==> config.mk <==
export PLATFORM = sky130hd
export DESIGN_NAME = shift_seq_ctrl
export DESIGN_NICKNAME = d
export VERILOG_FILES = /design/src/rtl/shift_pkg.sv /design/src/rtl/univ_shift_reg.sv /design/src/rtl/shift_seq_ctrl.sv
export SDC_FILE = /design/constraint.sdc
export NUM_CORES = 1
export LEC_CHECK = 0
export ABC_CLOCK_PERIOD_IN_PS = 5900
export BUFFER_PORTS_ARGS = -buffer_cell sky130_fd_sc_hd__buf_4
export CORE_MARGIN = 10
export CORE_UTILIZATION = 35
export CTS_CLUSTER_SIZE = 14
export DETAILED_ROUTE_END_ITERATION = 10
export HOLD_SLACK_MARGIN = 0.06
export PLACE_DENSITY = 0.7
export SLEW_MARGIN = 20
export SYNTH_ARGS = -nofsm -noshare
export SYNTH_HDL_FRONTEND = slang
export SYNTH_HIERARCHICAL = 1
export SYNTH_SLANG_ARGS = --single-unit
==> constraint.sdc <==
create_clock -name clk -period 5.9 [get_ports clk]
set_clock_uncertainty 0.2 [all_clocks]
set_input_delay 0.295 -clock clk [delete_from_list [all_inputs] [get_ports clk]]
set_output_delay 0.295 -clock clk [all_outputs]
set_load 0.1 [all_outputs]
==> src/rtl/shift_pkg.sv <==
// Shared encodings for the shift sequencer: bank select codes, FSM states
// and the per-bit 4:1 select cell used by the register bank.
package shift_pkg;

    localparam logic [1:0] SEL_HOLD = 2'b00;
    localparam logic [1:0] SEL_LOAD = 2'b01;
    localparam logic [1:0] SEL_UP   = 2'b10;
    localparam logic [1:0] SEL_DOWN = 2'b11;

    typedef enum logic [1:0] {
        IDLE  = 2'd0,
        SHIFT = 2'd1,
        DONE  = 2'd2
    } state_e;

    function automatic logic sel_cell(input logic [1:0] sel, input logic hold_v,
                                      input logic load_v, input logic up_v,
                                      input logic down_v);
        logic r;
        unique case (sel)
            SEL_HOLD: r = hold_v;
            SEL_LOAD: r = load_v;
            SEL_UP:   r = up_v;
            default:  r = down_v;
        endcase
        return r;
    endfunction

endpackage

==> src/rtl/univ_shift_reg.sv <==
// WIDTH-bit universal shift register: one 4:1 select cell per bit choosing
// hold, parallel load, shift up (from ser_in_r) or shift down (from ser_in_l).
module univ_shift_reg
    import shift_pkg::*;
#(
    parameter int WIDTH = 4
) (
    input  logic             clk,
    input  logic             rst,
    input  logic [1:0]       select,
    input  logic [WIDTH-1:0] par_in,
    input  logic             ser_in_r,
    input  logic             ser_in_l,
    output logic [WIDTH-1:0] q
);

    logic [WIDTH-1:0] q_q;
    logic [WIDTH-1:0] q_d;
    logic [WIDTH-1:0] up_in;
    logic [WIDTH-1:0] down_in;

    // Neighbour taps: shift up pulls from the bit below, shift down from the bit above.
    assign up_in   = {q_q[WIDTH-2:0], ser_in_r};
    assign down_in = {ser_in_l, q_q[WIDTH-1:1]};

    for (genvar i = 0; i < WIDTH; i++) begin : g_cell
        assign q_d[i] = sel_cell(select, q_q[i], par_in[i], up_in[i], down_in[i]);
    end

    always_ff @(posedge clk) begin
        if (rst) begin
            q_q <= '0;
        end else begin
            q_q <= q_d;
        end
    end

    assign q = q_q;

endmodule

==> src/rtl/shift_seq_ctrl.sv <==
// Command sequencer for the universal shift register: loads a word, issues the
// requested number of shifts (honouring stall) and pulses done on completion.
//
// state | meaning
// IDLE  | waiting for a command; loads par_in on accept
// SHIFT | issuing shifts until the latched count reaches zero
// DONE  | one-cycle completion pulse, no command accepted
module shift_seq_ctrl
    import shift_pkg::*;
#(
    parameter int WIDTH = 4,
    parameter int CNT_W = 3
) (
    input  logic             clk,
    input  logic             rst,
    input  logic             start_valid,
    output logic             start_ready,
    input  logic             dir,
    input  logic [CNT_W-1:0] length,
    input  logic [WIDTH-1:0] par_in,
    input  logic             ser_in_r,
    input  logic             ser_in_l,
    input  logic             stall,
    output logic [1:0]       select,
    output logic [WIDTH-1:0] q,
    output logic             ser_out,
    output logic             ser_out_valid,
    output logic             busy,
    output logic             done
);

    state_e           state_q;
    logic [CNT_W-1:0] count_q;
    logic             dir_q;

    always_ff @(posedge clk) begin
        if (rst) begin
            state_q <= IDLE;
            count_q <= '0;
            dir_q   <= 1'b0;
        end else begin
            unique case (state_q)
                IDLE: begin
                    if (start_valid) begin
                        dir_q   <= dir;
                        count_q <= length;
                        state_q <= (length != '0) ? SHIFT : DONE;
                    end
                end
                SHIFT: begin
                    if (!stall) begin
                        count_q <= count_q - 1'b1;
                        if (count_q == CNT_W'(1)) begin
                            state_q <= DONE;
                        end
                    end
                end
                DONE: begin
                    state_q <= IDLE;
                end
                default: begin
                    state_q <= IDLE;
                end
            endcase
        end
    end

    always_comb begin
        select = SEL_HOLD;
        unique case (state_q)
            IDLE:    select = start_valid ? SEL_LOAD : SEL_HOLD;
            SHIFT:   select = stall ? SEL_HOLD : (dir_q ? SEL_DOWN : SEL_UP);
            default: select = SEL_HOLD;
        endcase
    end

    univ_shift_reg #(.WIDTH(WIDTH)) u_reg (
        .clk      (clk),
        .rst      (rst),
        .select   (select),
        .par_in   (par_in),
        .ser_in_r (ser_in_r),
        .ser_in_l (ser_in_l),
        .q        (q)
    );

    // Ready is masked during reset so no command is taken on a reset edge.
    assign start_ready   = (state_q == IDLE) && !rst;
    assign busy          = (state_q != IDLE);
    assign done          = (state_q == DONE);
    assign ser_out_valid = (state_q == SHIFT) && !stall;
    assign ser_out       = dir_q ? q[0] : q[WIDTH-1];

endmodule
# After elaboration in Yosys (flattened, before gate mapping)
# Cells that the tools add are included.
dict set report classes {
  addsub 1
  eq_ne 8
  n_mux 17
  n_reduce_logical 12
}
# cell n
set op_table {}
lappend op_table {{case mux 1 bit (3 select lines)} 4}
lappend op_table {{2-to-1 mux 2 bit} 5}
lappend op_table {{case mux 2 bit (2 select lines)} 2}
lappend op_table {{2-to-1 mux 3 bit} 2}
lappend op_table {{!= test 2 bit (second input constant)} 3}
lappend op_table {{case mux 3 bit (2 select lines)} 1}
lappend op_table {{AND reduction 3 bit} 2}
lappend op_table {{equality test 2 x 1 -> 1 bit (second input constant)} 2}
lappend op_table {{equality test 2 bit (second input constant)} 2}
lappend op_table {{zero test 2 bit} 2}
lappend op_table {{nonzero test 2 bit} 2}
lappend op_table {{equality test 3 x 1 -> 1 bit (second input constant)} 1}
lappend op_table {{2-to-1 mux 1 bit} 3}
lappend op_table {{nonzero test 3 bit} 1}
lappend op_table {{subtractor 3 x 1 -> 3 bit (second input constant)} 1}
lappend op_table {{logical AND 1 bit} 2}
lappend op_table {{zero test 1 bit} 2}
lappend op_table {{AND reduction 2 bit} 1}
dict set report totals {
  regBits 10
  in_bits 14
  output_inout_bits 11
  elab_cells 42
}

# Depth between registers and ports, before layout
dict set report depth {
  ltp_word 5
  depth_mapped 10
  mapped_depth_nobuf 8
}

# Hierarchy
# Netlist, hierarchy kept.
# module n_inst cells_each area_per_inst_um2 seq_area_each_um2
set modules_own_cells {}
lappend modules_own_cells {shift_seq_ctrl 1 46 432.9 120.1}
lappend modules_own_cells {univ_shift_reg 1 27 265.3 80.1}

# Worst setup path before layout
# Ideal clock, no wire load.
dict set report synth_timing {
  path_kind {register -> register}
  from {register state_q[0]}
  to {register u_reg.q_q[0], in the netlist u_reg/q[0]}
  t_arrival_ns 2.921
  slack_ns 2.646
  stages_incl_launch_ff 9
  synth_period_minus_slack_ns 3.254
  path_cell_list {dfxtp_1 buf_6 nor3b_2 inv_1 ha_1 buf_6 nand2b_4 a221oi_1 a2111oi_2}
}
dict set report synth_via {
  elab_chain_cells 4
  word_cells_on_any_way 7
  classes_between {3 x eq/ne; 2 x mux; 2 x reduce/logical}
}
# element line_no
set synth_lines {}
lappend synth_lines {{start, declared} shift_seq_ctrl.sv:32} ;# state_e state_q;
lappend synth_lines {{start signal, assigned} shift_seq_ctrl.sv:47} ;# state_q <= (length != '0) ? SHIFT : DONE;
lappend synth_lines {{equality test 2 x 1 -> 1 bit / zero test 2 bit (equally long branches)} shift_seq_ctrl.sv:70} ;# unique case (state_q)
lappend synth_lines {{case mux 2 bit (2 select lines) (*)} shift_seq_ctrl.sv:70}
lappend synth_lines {{equality test 2 bit (tied with other cells)} shift_pkg.sv:20} ;# unique case (sel)
lappend synth_lines {{case mux 1 bit (3 select lines)} shift_pkg.sv:20}
lappend synth_lines {{end signal, assigned} univ_shift_reg.sv:34} ;# q_q <= q_d;
lappend synth_lines {{end, declared} univ_shift_reg.sv:17} ;# logic [WIDTH-1:0] q_q;
# Every way passes the cells marked *; elsewhere a longest branch is shown, timed or not.
# A chain may end at the register's enable or synchronous reset.

# Final worst setup path
dict set report layout_timing {
  from {register state_q[0]}
  to {register u_reg.q_q[2], in the netlist u_reg/q[2]}
}
# Same word-level chain as after synthesis.

==> impl_metrics.json <==
{
  "yosys.area_share.simple_pct": 21.5,
  "seq_area_frac_synth_pct": 28.7,
  "switching_share_pct": 50.0,
  "setup_viol": 0,
  "clock.fmax_mhz": 396,
  "ys_seq_elements": 10,
  "worst_pin_slew_ps": 544,
  "fillerInstances": 213,
  "port_buffers": 24,
  "rows": 16,
  "routed_wl_um": 1700,
  "synthArstFlopShare_pct": 0,
  "grt_max_degree": 12,
  "post-place-ws_ps": 3390,
  "die_h_um": 64.7,
  "p_int_uw": 147,
  "crit_path_start_kind": "flop",
  "wl_met3_um": 212,
  "grtUsageTotal_pct": 8.21,
  "hold_violations": 0,
  "synth_xor_area_share_pct": 0,
  "synthMuxAreaShare_pct": 4.66,
  "multi_input_area_um2": 430,
  "cts_setup_buffers": 0,
  "wl_met1_um": 761,
  "cts_buffers": 3,
  "synth_flop_cell": "dfxtp_1",
  "vias_per_cell": 5.10,
  "cts-root-buf": "clkbuf_4",
  "rsz0062_at_grt": "false",
  "num_io_pins": 25,
  "antenna_cells": 0,
  "status": "finished clean",
  "syn-cell-area_um2": 698,
  "final_area_um2": 905,
  "p_leak_nw": 0.404,
  "cp-end-kind": "flop",
  "first_iter_violations": 25,
  "reg2reg_to": "u_reg/q[2]",
  "synth_edf_count": 0,
  "slew_viol_final": 0,
  "h-tree-depth": 1,
  "dr_wl_met2_um": 710,
  "initial_core_util_pct": 36.3,
  "r2r_setup_slack_ps": 3380,
  "synthAdderAreaFrac_pct": 8.96,
  "synth_nets": 92,
  "cp.arrival_ps": 2450,
  "yosys_warnings": 6,
  "relSlewSlack_pct": 63.6,
  "clkPwrFrac_pct": 15.1,
  "highest_layer": "met4",
  "final.setup.tns_ps": 0,
  "synthDistinctLibCells": 34,
  "cts_hold_buffers": 0,
  "clk_pin_slew_ps": 60,
  "max-cap-violations": 0,
  "setup_slack_ps": 3380,
  "finalCriticalPeriod_ps": 2520,
  "drtAntennaViolNets": 0,
  "cts-resized-gates": 0,
  "placed_cells": 121,
  "fp.coreArea_mm2": 0.00192,
  "clk_path_buf_depth": 2,
  "grt_pass1_vias": 656,
  "overflow": 0,
  "routedWlPerCell_um": 13.7,
  "post_dp_cell_area_um2": 882,
  "tritoncts": "done",
  "hold_path.class": "in2reg",
  "final_cells": 124,
  "drcViolationCount": 0,
  "vias": 633,
  "ys_top_cells_by_count": "dfxtp_1, inv_1, ha_1, nor2_1, nor3_1",
  "dieArea_mm2": 0.00418,
  "grt_first_pass_wirelength_um": 2840,
  "pwr-share-comb_pct": 54.8,
  "regArea_um2": 200,
  "synth_largest_area_cell": "dfxtp_1",
  "irDropWorstVdd_uv": 220,
  "gp_congestion": 0.871,
  "pwr-share-seq_pct": 30.1,
  "dr.pass1.iters": 4,
  "r2r-start": "state_q[0]",
  "whs_path_depth": 3,
  "min-delay-start": "dir",
  "critPathMaxFanout": 11,
  "powerDensity_mw_per_mm2": 324,
  "criticalPathCategory": "reg2reg",
  "p_sw_uw": 146,
  "holdPathEnd": "dir_q",
  "synth_cells": 73,
  "synth_top_family_by_area": "compound AO/OA/AOI/OAI gates",
  "fin_nets": 118,
  "synthTopCellsByArea": "dfxtp_1, ha_1, inv_1, a221oi_1, a2111oi_1",
  "clkSinkCount": 10,
  "die_width_um": 64.7,
  "worst-r2r-cell-count": 8,
  "fin_crit_sh_pct": 42.8,
  "antenna_found_initial": 0,
  "hpwl_um": 1390,
  "synth_top_area_share_pct": 28.7,
  "whs_ps": 75.5,
  "drive_gt1_share_pct": 38.1,
  "synth_compound_area_share_pct": 26.5,
  "syn_to_final_growth_pct": 29.6,
  "insertion_delay_ps": 250,
  "synth.avg_cell_area_um2": 9.56,
  "worstPathRequired_ps": 5830
}
==> stage by stage <==
step                utilization (%)  power [mW]
global route                   47.1       0.311
global placement               45.9       0.250
finish                         47.1       0.293
detailed placement             45.9       0.251
floorplan                         -       0.219
CTS                            47.1       0.296
==> worst max path at each step <==
| stage | start | end | slack (ps) | cells past startpoint |
|---|---|---|---|---|
| finish | state_q[0] | u_reg/q[2] | 3380 | 8 |
| global route | state_q[0] | u_reg/q[0] | 3150 | 8 |
| detailed placement | state_q[0] | u_reg/q[0] | 3390 | 8 |
| CTS | state_q[0] | u_reg/q[0] | 3380 | 8 |
| global placement | state_q[0] | u_reg/q[0] | 3430 | 8 |
| floorplan | state_q[0] | u_reg/q[0] | 2650 | 8 |
==> layout by cell type, fill, tap and decap left out, types with 2 or more instances in the layout <==
master and count:
nor2_1 5, clkbuf_4 3, a2111oi_1 3, ha_1 5, buf_4 24, nor3_1 5, a21oi_1 3, a221oi_1 4
dfxtp_1 10, inv_1 10, nand2b_1 2
==> power groups by stage <==
stage,sequential (mW),clock (mW),combinational [mW]
CTS,0.0882,0.0467,0.161
global placement,0.0895,0,0.160
finish,0.0881,0.0443,0.161
detailed placement,0.0897,0,0.161
floorplan,0.121,0,0.0978
global route,0.0902,0.0510,0.169
==> area by class of cell <==
cell class | instances | share of cell area (%)
sequential | 10 | 22.1
timing repair buffer | 24 | 19.9
tap | 27 | 3.73
multi-input combinational | 50 | 47.6
clock buffer | 3 | 2.49
inverter | 10 | 4.15
==> layer usage <==
layer,track usage [%],vias to the layer above
met2,12.8,28
met4,4.01,0
li1,-,313
met5,0,-
met1,8.66,290
met3,4.81,2
==> cells by family (layout without fill, tap and decap cells) <==
| family | Yosys count | after routing |
|---|---|---|
| multiplexers | 3 | 3 |
| buffers and inverters | 13 | 37 |
| AO/OA/AOI/OAI | 20 | 20 |
| AND/OR/NAND/NOR | 22 | 22 |
| flip-flops | 10 | 10 |
| adder cells (fa/ha/maj) | 5 | 5 |
==> worst max-delay path, cell delays in order, from the launching register on <==
cell and delay [ps]:
dfxtp_1 510, nor2_1 110, a211oi_1 380, o21a_1 220, inv_1 70, ha_1 380, nand2b_4 120, a221oi_1 50
a2111oi_1 360
==> state kept, by name (all words and copies together), names as in the netlist <==
register,cells
count_q,3
state_q,2
u_reg/q,4
dir_q,1
Note: power is estimated with default switching activity, not from simulation.
